[src/rtl/text_cmd_ctrl.sv]
// Text-plane command sequencer: opcode/parameter word pairs over valid/ready,
// 40x25 cursor tracking, and single-port character RAM writes including a full-screen clear.
module text_cmd_ctrl #(
  parameter int unsigned COLS = 40,
  parameter int unsigned ROWS = 25,
  parameter int unsigned AW   = 10
) (
  input  logic          clk,
  input  logic          clr,
  input  logic [15:0]   cmd_data,
  input  logic          cmd_valid,
  output logic          cmd_ready,
  output logic          ram_we,
  output logic [AW-1:0] ram_addr,
  output logic [7:0]    ram_wdata,
  output logic [5:0]    cursor_x,
  output logic [4:0]    cursor_y,
  output logic          busy
);

  localparam int unsigned CELLS = COLS * ROWS;

  localparam logic [15:0] OP_PUTC    = 16'h00C1;
  localparam logic [15:0] OP_BKSP    = 16'h00C2;
  localparam logic [15:0] OP_SETY    = 16'h00C3;
  localparam logic [15:0] OP_SETX    = 16'h00C4;
  localparam logic [15:0] OP_CLS     = 16'h00C5;
  localparam logic [15:0] OP_NEWLINE = 16'h00C6;

  localparam logic [5:0]    X_MAX    = 6'(COLS - 1);
  localparam logic [4:0]    Y_MAX    = 5'(ROWS - 1);
  localparam logic [AW-1:0] ADDR_MAX = AW'(CELLS - 1);

  typedef enum logic [1:0] {S_IDLE, S_PARAM, S_EXEC, S_CLEAR} state_t;

  state_t        state_q, state_d;
  logic [15:0]   opcode_q, opcode_d;
  logic [15:0]   param_q, param_d;
  logic [5:0]    cx_d;
  logic [4:0]    cy_d;
  logic          we_d;
  logic [AW-1:0] addr_d;
  logic [7:0]    wdata_d;
  logic          xfer;
  logic [5:0]    bk_x;
  logic [4:0]    bk_y;

  function automatic logic [AW-1:0] ptr_of(input logic [5:0] x, input logic [4:0] y);
    if (COLS == 40)
      ptr_of = (AW'(y) << 5) + (AW'(y) << 3) + AW'(x);
    else
      ptr_of = AW'(y) * AW'(COLS) + AW'(x);
  endfunction

  assign cmd_ready = (state_q == S_IDLE) || (state_q == S_PARAM);
  assign busy      = (state_q != S_IDLE);
  assign xfer      = cmd_valid && cmd_ready;

  // Backspace target is needed both for the write address (PARAM edge) and the cursor update (EXEC edge).
  always_comb begin
    if (cursor_x == '0) begin
      bk_x = X_MAX;
      bk_y = (cursor_y == '0) ? Y_MAX : cursor_y - 5'd1;
    end else begin
      bk_x = cursor_x - 6'd1;
      bk_y = cursor_y;
    end
  end

  always_comb begin
    state_d  = state_q;
    opcode_d = opcode_q;
    param_d  = param_q;
    cx_d     = cursor_x;
    cy_d     = cursor_y;
    we_d     = 1'b0;
    addr_d   = ram_addr;
    wdata_d  = ram_wdata;
    unique case (state_q)
      S_IDLE: begin
        if (xfer) begin
          opcode_d = cmd_data;
          state_d  = S_PARAM;
        end
      end
      S_PARAM: begin
        if (xfer) begin
          param_d = cmd_data;
          if (opcode_q == OP_CLS) begin
            state_d = S_CLEAR;
            we_d    = 1'b1;
            addr_d  = '0;
            wdata_d = '0;
          end else begin
            state_d = S_EXEC;
            // Write strobe is registered here so it is valid throughout EXEC.
            if (opcode_q == OP_PUTC) begin
              we_d    = 1'b1;
              addr_d  = ptr_of(cursor_x, cursor_y);
              wdata_d = cmd_data[7:0];
            end else if (opcode_q == OP_BKSP) begin
              we_d    = 1'b1;
              addr_d  = ptr_of(bk_x, bk_y);
              wdata_d = '0;
            end
          end
        end
      end
      S_EXEC: begin
        state_d = S_IDLE;
        case (opcode_q)
          OP_PUTC: begin
            if (cursor_x == X_MAX) begin
              cx_d = '0;
              cy_d = (cursor_y == Y_MAX) ? '0 : cursor_y + 5'd1;
            end else begin
              cx_d = cursor_x + 6'd1;
            end
          end
          OP_BKSP: begin
            cx_d = bk_x;
            cy_d = bk_y;
          end
          OP_SETY:    cy_d = (param_q > 16'(ROWS - 1)) ? Y_MAX : param_q[4:0];
          OP_SETX:    cx_d = (param_q > 16'(COLS - 1)) ? X_MAX : param_q[5:0];
          OP_NEWLINE: begin
            cx_d = '0;
            cy_d = (cursor_y == Y_MAX) ? '0 : cursor_y + 5'd1;
          end
          default: ;
        endcase
      end
      S_CLEAR: begin
        if (ram_addr == ADDR_MAX) begin
          state_d = S_IDLE;
          cx_d    = '0;
          cy_d    = '0;
        end else begin
          we_d    = 1'b1;
          addr_d  = ram_addr + AW'(1);
          wdata_d = '0;
        end
      end
      default: state_d = S_IDLE;
    endcase
  end

  always_ff @(posedge clk or negedge clr) begin
    if (!clr) begin
      state_q   <= S_IDLE;
      opcode_q  <= '0;
      param_q   <= '0;
      cursor_x  <= '0;
      cursor_y  <= '0;
      ram_we    <= 1'b0;
      ram_addr  <= '0;
      ram_wdata <= '0;
    end else begin
      state_q   <= state_d;
      opcode_q  <= opcode_d;
      param_q   <= param_d;
      cursor_x  <= cx_d;
      cursor_y  <= cy_d;
      ram_we    <= we_d;
      ram_addr  <= addr_d;
      ram_wdata <= wdata_d;
    end
  end

endmodule

[config.mk]
export PLATFORM = sky130hd
export DESIGN_NAME = text_cmd_ctrl
export DESIGN_NICKNAME = d
export VERILOG_FILES = /design/src/rtl/text_cmd_ctrl.sv
export SDC_FILE = /design/constraint.sdc
export NUM_CORES = 1
export LEC_CHECK = 0
export ABC_AREA = 1
export CAP_MARGIN = 20
export CELL_PAD_IN_SITES_DETAIL_PLACEMENT = 1
export CELL_PAD_IN_SITES_GLOBAL_PLACEMENT = 2
export CORE_AREA = 2 2 168 88
export DETAILED_ROUTE_END_ITERATION = 12
export DIE_AREA = 0 0 170 90
export PLACE_DENSITY = 0.88
export SETUP_SLACK_MARGIN = 0.05
export SYNTH_ARGS = -nofsm -noshare
export SYNTH_HDL_FRONTEND = slang
export SYNTH_SLANG_ARGS = --single-unit
export TNS_END_PERCENT = 100
[constraint.sdc]
create_clock -name clk -period 5.7 [get_ports clk]
set_input_delay 1.14 -clock clk [delete_from_list [all_inputs] [get_ports clk]]
set_output_delay 1.14 -clock clk [all_outputs]
set_load 0.05 [all_outputs]
==> results of run 1 <==
-- state kept, by name, summed over array words and instances, names as in the netlist --
register,count
ram_we,1
opcode_q,16
cursor_x,6
cursor_y,5
ram_addr,10
ram_wdata,8
state_q,2
param_q,16
-- worst max-delay path: stages (launching register included) --
cell	delay, ps
dfrtp_1	550
inv_1	190
ha_1	270
nand3_1	190
nand2_1	80
a21boi_1	270
inv_1	100
fa_1	540
fa_1	480
inv_1	70
nand2_1	40
a21oi_1	200
nor2_1	70
nand2_1	60
nand3_1	70
nand3_1	90
nand2_1	70
nand2_1	70
nand2_1	100
-- per-stage QoR --
step / total power, W / area, µm² / worst slack, ps / std cells / hold slack (ps)
after global placement: 0.002959 / 5226 / 2253 / 885 / 468.0
after floorplan: 0.002298 / 4579 / 2350 / 668 / 453.0
final: 0.003638 / 5522 / 2065 / 900 / 490.0
after global routing: 0.003947 / 5522 / 1757 / 900 / 502.2
after CTS: 0.003611 / 5522 / 2104 / 900 / 495.0
after detailed placement: 0.003018 / 5226 / 2170 / 885 / 481.4
-- cells in the mapped netlist (5+ instances only) --
cell      count
nor2_1       52
o21ai_1      13
nand3_1      66
inv_2         8
buf_2         5
o21ai_0      59
nor3_1       10
xor2_1        7
inv_1        81
dfrtp_1      64
nand2_1     202
clkbuf_1      6
ha_1         25
a21oi_1      19
nand4_1      17
-- metal layers --
metal  up-vias  part of all wire  track usage
met5         -                 0            0
met4         0            0.0046      0.03632
met3         7             0.058      0.05064
met2       126              0.38       0.2980
met1      2255              0.56       0.3675
li1       2261                 -            -
-- power groups by stage --
stage | clock network, W | logic (W) | registers (W)
after floorplan | 0 | 0.00132 | 0.000979
after global placement | 0 | 0.00210 | 0.000854
after detailed placement | 0 | 0.00215 | 0.000869
after CTS | 0.000575 | 0.00217 | 0.000865
after global routing | 0.000593 | 0.00245 | 0.000901
final | 0.000561 | 0.00221 | 0.000867
-- logic make-up (layout without fill, tap and decap cells) --
group | Yosys count | count (layout) | synth area share
AOI/OAI and AO/OA | 100 | 100 | 0.1142
xor gates and xnor gates | 11 | 11 | 0.02104
adders and majority gates | 29 | 29 | 0.08579
buffers and inverters | 104 | 155 | 0.09098
DFF | 64 | 64 | 0.3497
and+or+nand+nor | 360 | 360 | 0.3383
-- how the worst max path moves through the flow --
| stage | endpoint | slack (ps) | depth (start not counted) |
|---|---|---|---|
| final | ram_addr[8]$_DFFE_PN0P_ | 2060 | 18 |
| after detailed placement | ram_addr[9]$_DFFE_PN0P_ | 2170 | 7 |
| after global placement | ram_addr[8]$_DFFE_PN0P_ | 2250 | 18 |
| after global routing | ram_addr[7]$_DFFE_PN0P_ | 1760 | 18 |
| after CTS | ram_addr[8]$_DFFE_PN0P_ | 2100 | 18 |
| after floorplan | ram_addr[8]$_DFFE_PN0P_ | 2350 | 18 |
-- final cells by class --
class                           count  area, µm²
Multi-Input combinational cell    500       2561
Tap cell                          181      226.5
Fill cell                        1776       8442
Sequential cell                    64       1602
Clock buffer                        9      225.2
Timing Repair Buffer               51      503.0
Clock inverter                      6      70.07
Inverter                           89      334.1
==> qor.yml, run 1 <==
outcome:
  status: "completed"
yosys:
  synth_nets: 716
  yosysTopAreaCellShare: 0.3497
  synth_flop_cell: "dfrtp_1"
  synth_warnings: 0
  ys_ff_latch: 64
  synth_top_cell_by_area: "dfrtp_1"
  async_reset_ff_frac: 1.000
  synth-edff-count: 0
  syn_inst: 668
  synth_cell_type_count: 35
  ys_seq_area_frac: 0.3497
  avgSynthCellArea_um2: 6.855
  synth.area.top_cells: "dfrtp_1, nand2_1, nand3_1"
  synth_area_mm2: 0.004579
routing:
  avgViaCountPerCell: 5.166
  wl_per_cell_um: 17.97
  drc: 0
  routed_wl_um: 16180
  vias: 4649
  first_pass_iters: 5
  ant_nets: 0
  first_iter_violations: 299
setup_path:
  reg2regPathDepth: 18
  ff2ff_setup_slack_ps: 2060
  critical_path_class: "flip-flop to flip-flop"
  critical_path.startpoint_type: "flip-flop"
  critPathArrivalTime_ps: 3850
  cp_max_fo: 8
  worstPathRequired_ps: 5910
  r2r_start: "cursor_y[0]$_DFFE_PN0P_"
  crit_start: "cursor_y[0]$_DFFE_PN0P_"
  r2r_end: "ram_addr[8]$_DFFE_PN0P_"
  end_kind: "flip-flop"
sta:
  worstMarginPinSlew_ps: 950.2
  post-route-period-util: 0.6378
  finalSetupViolCount: 0
  max_freq_ghz: 0.2751
  slew_headroom: 0.3650
  setup_tns_ps: 0
  grt_setup_unrepaired: "no"
  finalCriticalPeriod_ps: 3635
  finalMaxSlewViolations: 0
  fin_skew_ps: 10.20
  hold_viol: 0
clock_tree:
  clock_path_buffers: 2
  h-tree-depth: 3
  ctsResizeCount: 0
  cts_buffers: 9
  cts.sink_count: 64
  clk-insertion-delay-late_ps: 340
  cts_setup_buffers: 0
  cts_hold_buffers: 0
  clk_pin_slew_worst_paths_ps: 60
  cts_root_buf: "clkbuf_16"
  cts_tree: "done"
floorplan:
  core-area_mm2: 0.01396
  ioPinCount: 51
  start_util: 0.3280
  row_count: 31
  die-area_mm2: 0.01530
  die_x_um: 170
  dieHeight_um: 90
power:
  pwr-share-clk: 0.154
  p_comb_frac: 0.607
  ir_drop_mv: 0.3506
  p_per_area_mw_per_mm2: 658.9
  switching_share: 0.5362
  p_seq_frac: 0.238
  p_leak_nw: 2.637
  p_sw_w: 0.001951
  internal_power_w: 0.001687
flow_run:
  drv_cap: 0
placed_design:
  dpl.hpwl_um: 12660
  place_congestion: 0.9243
  port_buffers: 50
global_route:
  track_usage: 0.2256
  grt_max_degree: 65
  grt_pass1_wl_um: 26790
  grt-ovfl-total: 0
  antenna_found_initial: 0
  grt_pass1_vias: 4778
cells_and_area:
  num_antenna_cells: 0
  area_delta_synth_final_pct: 20.57
  final_nets: 763
  final_layout_size_suffix_gt1_frac: 0.05285
  final_cell_mix: "nand2_1, inv_1, nand3_1"
  fin_util: 0.3954
  final_common_cell: "nand2_1"
hold_path:
  hold_path_class: "flip-flop to flip-flop"
  min_from: "opcode_q[8]$_DFFE_PN0P_"
  min_to: "opcode_q[8]$_DFFE_PN0P_"
  min_path_cells: 2
(Power assumes the default switching activity.)
==> run 2: changes to the inputs <==
CORE_AREA = 2 2 181 94   (was 2 2 168 88)
DIE_AREA = 0 0 183 96   (was 0 0 170 90)
PLACE_DENSITY = 0.82   (was 0.88)
clock period = 3.15 ns   (was 5.7 ns; I/O delays follow)
==> qor.yml, run 2 (synthesis results as in run 1) <==
outcome:
  status: "completed"
cells_and_area:
  num_antenna_cells: 0  # unchanged
  final_nets: 785  # +2.9%
  n_fill_cell: 2012  # +13%
  multi_input_area_mm2: 0.002674  # +4.4%
  area_delta_synth_final_pct: 28.61
  largest_registers: "opcode_q: 16 flops, param_q: 16 flops, ram_addr: 10 flops"
  final_layout_size_suffix_gt1_frac: 0.1321  # +0.07922
  final_cell_mix: "nand2_1, inv_1, nand3_1"
  final_common_cell: "nand2_1"
  regArea_mm2: 0.001613  # +0.70%
  postLayoutCellArea_mm2: 0.005889  # +6.7%
clock_tree:
  clk_pin_slew_worst_paths_ps: 60  # about the same
  cts_root_buf: "clkbuf_16"
  clk-insertion-delay-late_ps: 340  # about the same
  clock_path_buffers: 2  # unchanged
  cts_buffers: 9  # unchanged
  h-tree-depth: 3  # unchanged
  cts_hold_buffers: 0  # unchanged
  cts.sink_count: 64  # unchanged
  cts_tree: "done"
power:
  internal_power_w: 0.003460  # +110%
  switching_share: 0.5153  # -0.02086
  p_total_w: 0.007138  # +96%
  p_comb_frac: 0.643  # +0.036
  pwr-share-clk: 0.147  # -0.007
  p_per_area_mw_per_mm2: 1212  # +84%
  p_leak_nw: 2.776  # +5.3%
  ir_drop_mv: 0.5641  # +61%
  p_sw_w: 0.003678  # +89%
  p_seq_frac: 0.210  # -0.028
floorplan:
  die-area_mm2: 0.01757  # +15%
  start_util: 0.2858  # -0.04211
  ioPinCount: 51  # unchanged
  dieHeight_um: 96  # +6.7%
  core-area_mm2: 0.01602  # +15%
  row_count: 33  # +6.5%
  die_x_um: 183  # +7.6%
setup_path:
  worstPathRequired_ps: 3420  # -2490 ps
  critical_path.startpoint_type: "flip-flop"
  critical_path_class: "flip-flop to flip-flop"
  end_kind: "flip-flop"
  crit_start: "cursor_x[0]$_DFFE_PN0P_"
  critPathArrivalTime_ps: 3260  # -590 ps
  cp_max_fo: 4  # -4
  r2r_start: "cursor_x[0]$_DFFE_PN0P_"
routing:
  dr_wl_met3_um: 808  # -14%
  top_layer: "met4"
  routed_wl_um: 17010  # +5.2%
  wl_met1_um: 9509  # +4.6%
  ant_nets: 0  # unchanged
  drc: 0  # unchanged
  avgViaCountPerCell: 5.064  # -2.0%
  wl_per_cell_um: 17.87  # -0.58%
  first_iter_violations: 342  # +14%
  vias: 4821  # +3.7%
  met2_length_um: 6578  # +8.3%
  first_pass_iters: 6  # +1
placed_design:
  place_area_mm2: 0.005434  # +4.0%
  port_buffers: 50  # unchanged
  dp_slack_ps: -18.57  # -2188 ps
  place_congestion: 0.8560  # -7.4%
  dpl.hpwl_um: 13240  # +4.6%
sta:
  worstMarginPinSlew_ps: 1056  # +106.3 ps
  setup_ws_ps: 155.5  # -1909 ps
  post-route-period-util: 0.9506  # +0.3128
  max_freq_ghz: 0.3339  # +21%
  setup_tns_ps: 0  # unchanged
  slew_headroom: 0.2956  # -0.06944
  fin_skew_ps: 11.76  # +1.559 ps
  finalSetupViolCount: 0  # unchanged
  grt_setup_unrepaired: "no"
  finalCriticalPeriod_ps: 2995  # -640.9 ps
  finalMaxSlewViolations: 0  # unchanged
  hold_viol: 0  # unchanged
global_route:
  grt_pass1_vias: 4817  # +0.82%
  antenna_found_initial: 1  # +1
  grt_pass1_wl_um: 27170  # +1.4%
  grt-ovfl-total: 0  # unchanged
  grt_max_degree: 40  # -38%
  track_usage: 0.2036  # -0.02200
flow_run:
  drv_cap: 0  # unchanged
hold_path:
  hold_path_class: "input pin to asynchronous set/reset pin"
run 2: cell types whose count changed in the layout (fill, tap and decap cells not counted), moves of 5 or more:
| cell | before | now |
|---|---|---|
| buf_4 | 1 | 20 |
| dfrtp_1 | 64 | 55 |
| dfrtp_2 | 0 | 9 |
| inv_1 | 81 | 74 |
| inv_2 | 8 | 14 |
| nand3_1 | 66 | 60 |
| nand3_2 | 2 | 8 |
| ha_1 | 25 | 20 |
run 2: worst paths after layout:
path,slack [ps],cells past startpoint,endpoint
worst min-delay path,320,1,ram_wdata[4]$_DFFE_PN0P_
worst min register to register,490,2,opcode_q[13]$_DFFE_PN0P_
worst max register to register,160,19,ram_addr[9]$_DFFE_PN0P_
worst max-delay path,160,19,ram_addr[9]$_DFFE_PN0P_
max in group asynchronous,2130,2,cursor_x[3]$_DFFE_PN0P_
min in group clk,490,2,opcode_q[13]$_DFFE_PN0P_
run 2: critical path, stage by stage (launching register included):
cell     delay [ps]
dfrtp_2         400
inv_2            90
ha_4            150
nand2_2          70
nor2_4          150
nand3_1         100
o21ai_2          90
inv_2            60
fa_2            600
inv_1            60
ha_1            290
nand2_1          90
nor2_1           50
nand2_1          70
nand3_2         100
inv_1            80
nand3_2         100
nand3_1         110
nand3_2         100
a21oi_2         140
run 2: final cells by class:
| type | count | share of cell area |
|---|---|---|
| Tap cell | 210 | 0.04461 |
| Sequential cell | 64 | 0.2738 |
| Multi-Input combinational cell | 500 | 0.4540 |
| Clock inverter | 6 | 0.01147 |
| Inverter | 89 | 0.05715 |
| Clock buffer | 10 | 0.04058 |
| Timing Repair Buffer | 73 | 0.1183 |
run 2: per-layer routing:
metal | GRT usage | up-vias
li1 | - | 2305
met1 | 0.3207 | 2390
met2 | 0.2854 | 116
met3 | 0.03784 | 10
met4 | 0.03533 | 0
met5 | 0 | -
run 2: timing repair:
item,CTS,global route
pin swaps,4,10
resized for setup,6,28
buffers inserted,1,2
setup endpoints to repair,2,4
run 2: metrics by stage:
| step | utilization | std cells | hold slack [ps] |
|---|---|---|---|
| 5_1_grt | 0.3676 | 952 | 348.8 |
| 2_1_floorplan | - | 668 | 334.4 |
| 6_report | 0.3676 | 952 | 315.0 |
| 4_1_cts | 0.3604 | 950 | 328.8 |
| 3_3_place_gp | 0.3392 | 933 | 467.1 |
| 3_5_place_dp | 0.3392 | 933 | 477.6 |
run 2: power by group through the flow:
stage,combinational [W],clock (W),sequential (W)
detailed placement,0.00416,0,0.00150
global route,0.00505,0.00110,0.00155
CTS,0.00425,0.00107,0.00149
global placement,0.00401,0,0.00147
floorplan,0.00240,0,0.00178
finish,0.00459,0.00105,0.00150
==> run 3: changes to the inputs <==
==> constraint.sdc (replaced) <==
create_clock -name clk -period 3.15 [get_ports clk]
set_input_delay 0.4725 -clock clk [delete_from_list [all_inputs] [get_ports clk]]
set_output_delay 0.4725 -clock clk [all_outputs]
set_load 0.05 [all_outputs]
==> qor.yml, run 3 (synthesis results as in run 1) <==
cells_and_area:
  num_antenna_cells: 0  # unchanged
  final_nets: 788  # +0.38%
  n_fill_cell: 2026  # +0.70%
  area_delta_synth_final_pct: 28.39
  final_layout_size_suffix_gt1_frac: 0.1398  # +0.007709
  stdcell_count: 954  # +0.21%
  largest_registers: "opcode_q: 16 flops, param_q: 16 flops, ram_addr: 10 flops"
  final_common_cell: "nand2_1"
  final_cell_mix: "nand2_1, inv_1, nand3_1"
global_route:
  grt_pass1_wl_um: 26740  # -1.6%
  grt_pass1_vias: 4849  # +0.66%
  track_usage: 0.1973  # -0.006372
  grt_max_degree: 65  # +63%
  grt-ovfl-total: 0  # unchanged
  antenna_found_initial: 0  # -1
routing:
  first_pass_iters: 4  # -2
  routed_wl_um: 16570  # -2.6%
  ant_nets: 0  # unchanged
  first_iter_violations: 345  # +0.88%
  drc: 0  # unchanged
  avgViaCountPerCell: 5.013  # -1.0%
  wl_per_cell_um: 17.37  # -2.8%
  vias: 4782  # -0.81%
sta:
  grt_setup_unrepaired: "yes"
  max_freq_ghz: 0.3331  # -0.26%
  worstMarginPinSlew_ps: 1012  # -44.11 ps
  fin_skew_ps: 8.628  # -3.131 ps
  slew_headroom: 0.3250  # +0.02941
  hold_viol: 0  # unchanged
  finalSetupViolCount: 0  # unchanged
  finalMaxSlewViolations: 0  # unchanged
  post-route-period-util: 0.9531  # +0.002455
  finalCriticalPeriod_ps: 3002  # +7.732 ps
  setup_tns_ps: 0  # unchanged
floorplan:
  core-area_mm2: 0.01602  # unchanged
  start_util: 0.2858  # unchanged
  row_count: 33  # unchanged
  die-area_mm2: 0.01757  # unchanged
  die_x_um: 183  # unchanged
  dieHeight_um: 96  # unchanged
  ioPinCount: 51  # unchanged
setup_path:
  ff2ff_setup_slack_ps: 150  # about the same
  critical_path_class: "flip-flop to flip-flop"
  path_depth: 19  # unchanged
  crit_start: "cursor_x[1]$_DFFE_PN0P_"
  cp_num_buf_inv: 4  # unchanged
  critPathArrivalTime_ps: 3260  # about the same
  cp_max_fo: 5  # +1
  worstPathRequired_ps: 3410  # about the same
  cpMostUsedCell: "nand3_2"
  cp_slowest_cell: "fa_2"
  r2r_end: "ram_addr[9]$_DFFE_PN0P_"
  max_stage_delay_ps: 610  # about the same
  crit_chain: "inv_2 > ha_4 > nand2_4 > nor2_4 > nand3_2 > o21ai_2 > inv_2 > fa_2 > inv_1 > ha_1 > nand2_1 > nor2_1 > nand2_1 > nand3_2 > inv_1 > nand3_1 > nand3_2 > nand3_2 > a21oi_2"
  reg2regPathDepth: 19  # unchanged
  setup.worst_path.end: "ram_addr[9]$_DFFE_PN0P_"
  r2r_start: "cursor_x[1]$_DFFE_PN0P_"
  path_delay_family: "adder cells"
  critical_path.startpoint_type: "flip-flop"
  end_kind: "flip-flop"
hold_path:
  hold_path_class: "input pin to asynchronous set/reset pin"
clock_tree:
  clk-insertion-delay-late_ps: 330  # about the same
  cts.sink_count: 64  # unchanged
  h-tree-depth: 3  # unchanged
  cts_tree: "done"
  clk_pin_slew_worst_paths_ps: 60  # about the same
  cts_buffers: 9  # unchanged
  cts_root_buf: "clkbuf_16"
  clock_path_buffers: 2  # unchanged
  cts_hold_buffers: 0  # unchanged
placed_design:
  port_buffers: 50  # unchanged
  dpl.hpwl_um: 13040  # -1.5%
  dp_cells: 933  # unchanged
  place_congestion: 0.8723  # +1.9%
power:
  p_per_area_mw_per_mm2: 1200  # -1.0%
  p_seq_frac: 0.214  # +0.004
  p_sw_w: 0.003647  # -0.84%
  p_total_w: 0.007053  # -1.2%
  p_comb_frac: 0.654  # +0.011
  p_leak_nw: 2.781  # +0.16%
  ir_drop_mv: 0.6867  # +22%
  internal_power_w: 0.003406  # -1.6%
  pwr-share-clk: 0.132  # -0.015
  switching_share: 0.5171  # +0.001828
outcome:
  status: "completed"
flow_run:
  drv_cap: 0  # unchanged
-- run 3: power by group through the flow --
| stage | sequential [W] | clock (W) | combinational (W) |
|---|---|---|---|
| 3_5_place_dp | 0.00150 | 0 | 0.00412 |
| 3_3_place_gp | 0.00147 | 0 | 0.00402 |
| 5_1_grt | 0.00155 | 0.000983 | 0.00509 |
| 4_1_cts | 0.00149 | 0.000948 | 0.00417 |
| 6_report | 0.00151 | 0.000933 | 0.00461 |
| 2_1_floorplan | 0.00178 | 0 | 0.00240 |
-- run 3: final cells by class --
class | instances | area [µm²] | share of cell area
Clock buffer | 12 | 256.5 | 0.04363
Inverter | 89 | 334.1 | 0.05682
Sequential cell | 64 | 1613 | 0.2743
Tap cell | 210 | 262.8 | 0.04469
Clock inverter | 3 | 17.52 | 0.002979
Multi-Input combinational cell | 500 | 2701 | 0.4595
Timing Repair Buffer | 76 | 694.4 | 0.1181
-- run 3: layer usage --
metal  part of all wire  vias to the layer above  global-route usage
met2               0.37                      110              0.2718
li1                   -                     2313                   -
met3              0.063                       12             0.04540
met5                  0                        -                   0
met4             0.0070                        0             0.03533
met1               0.56                     2347              0.3083
-- run 3: metrics by stage --
| stage | utilization | setup slack (ps) | area (µm²) | hold WS, ps |
|---|---|---|---|---|
| after floorplan | - | 54.30 | 4596 | 176.9 |
| after global placement | 0.3384 | 93.92 | 5421 | 467.0 |
| after detailed placement | 0.3384 | -23.78 | 5421 | 473.8 |
| after CTS | 0.3565 | 71.53 | 5710 | 370.0 |
| after global routing | 0.3670 | -14.78 | 5879 | 407.1 |
| final | 0.3670 | 147.7 | 5879 | 323.5 |
-- run 3: how the worst min path moves through the flow --
| stage | end | startpoint | slack, ps |
|---|---|---|---|
| 2_1_floorplan | cursor_x[0]$_DFFE_PN0P_ | clr | 180 |
| 3_5_place_dp | param_q[15]$_DFFE_PN0P_ | param_q[15]$_DFFE_PN0P_ | 470 |
| 5_1_grt | ram_wdata[4]$_DFFE_PN0P_ | clr | 410 |
| 4_1_cts | ram_wdata[2]$_DFFE_PN0P_ | clr | 370 |
| 6_report | ram_wdata[2]$_DFFE_PN0P_ | clr | 320 |
| 3_3_place_gp | opcode_q[9]$_DFFE_PN0P_ | opcode_q[9]$_DFFE_PN0P_ | 470 |
-- run 3: what timing repair did --
item	CTS	global route
cloned	0	0
buffers inserted	0	6
pin swaps	1	16
resized for setup	4	36
setup endpoints to repair	2	5
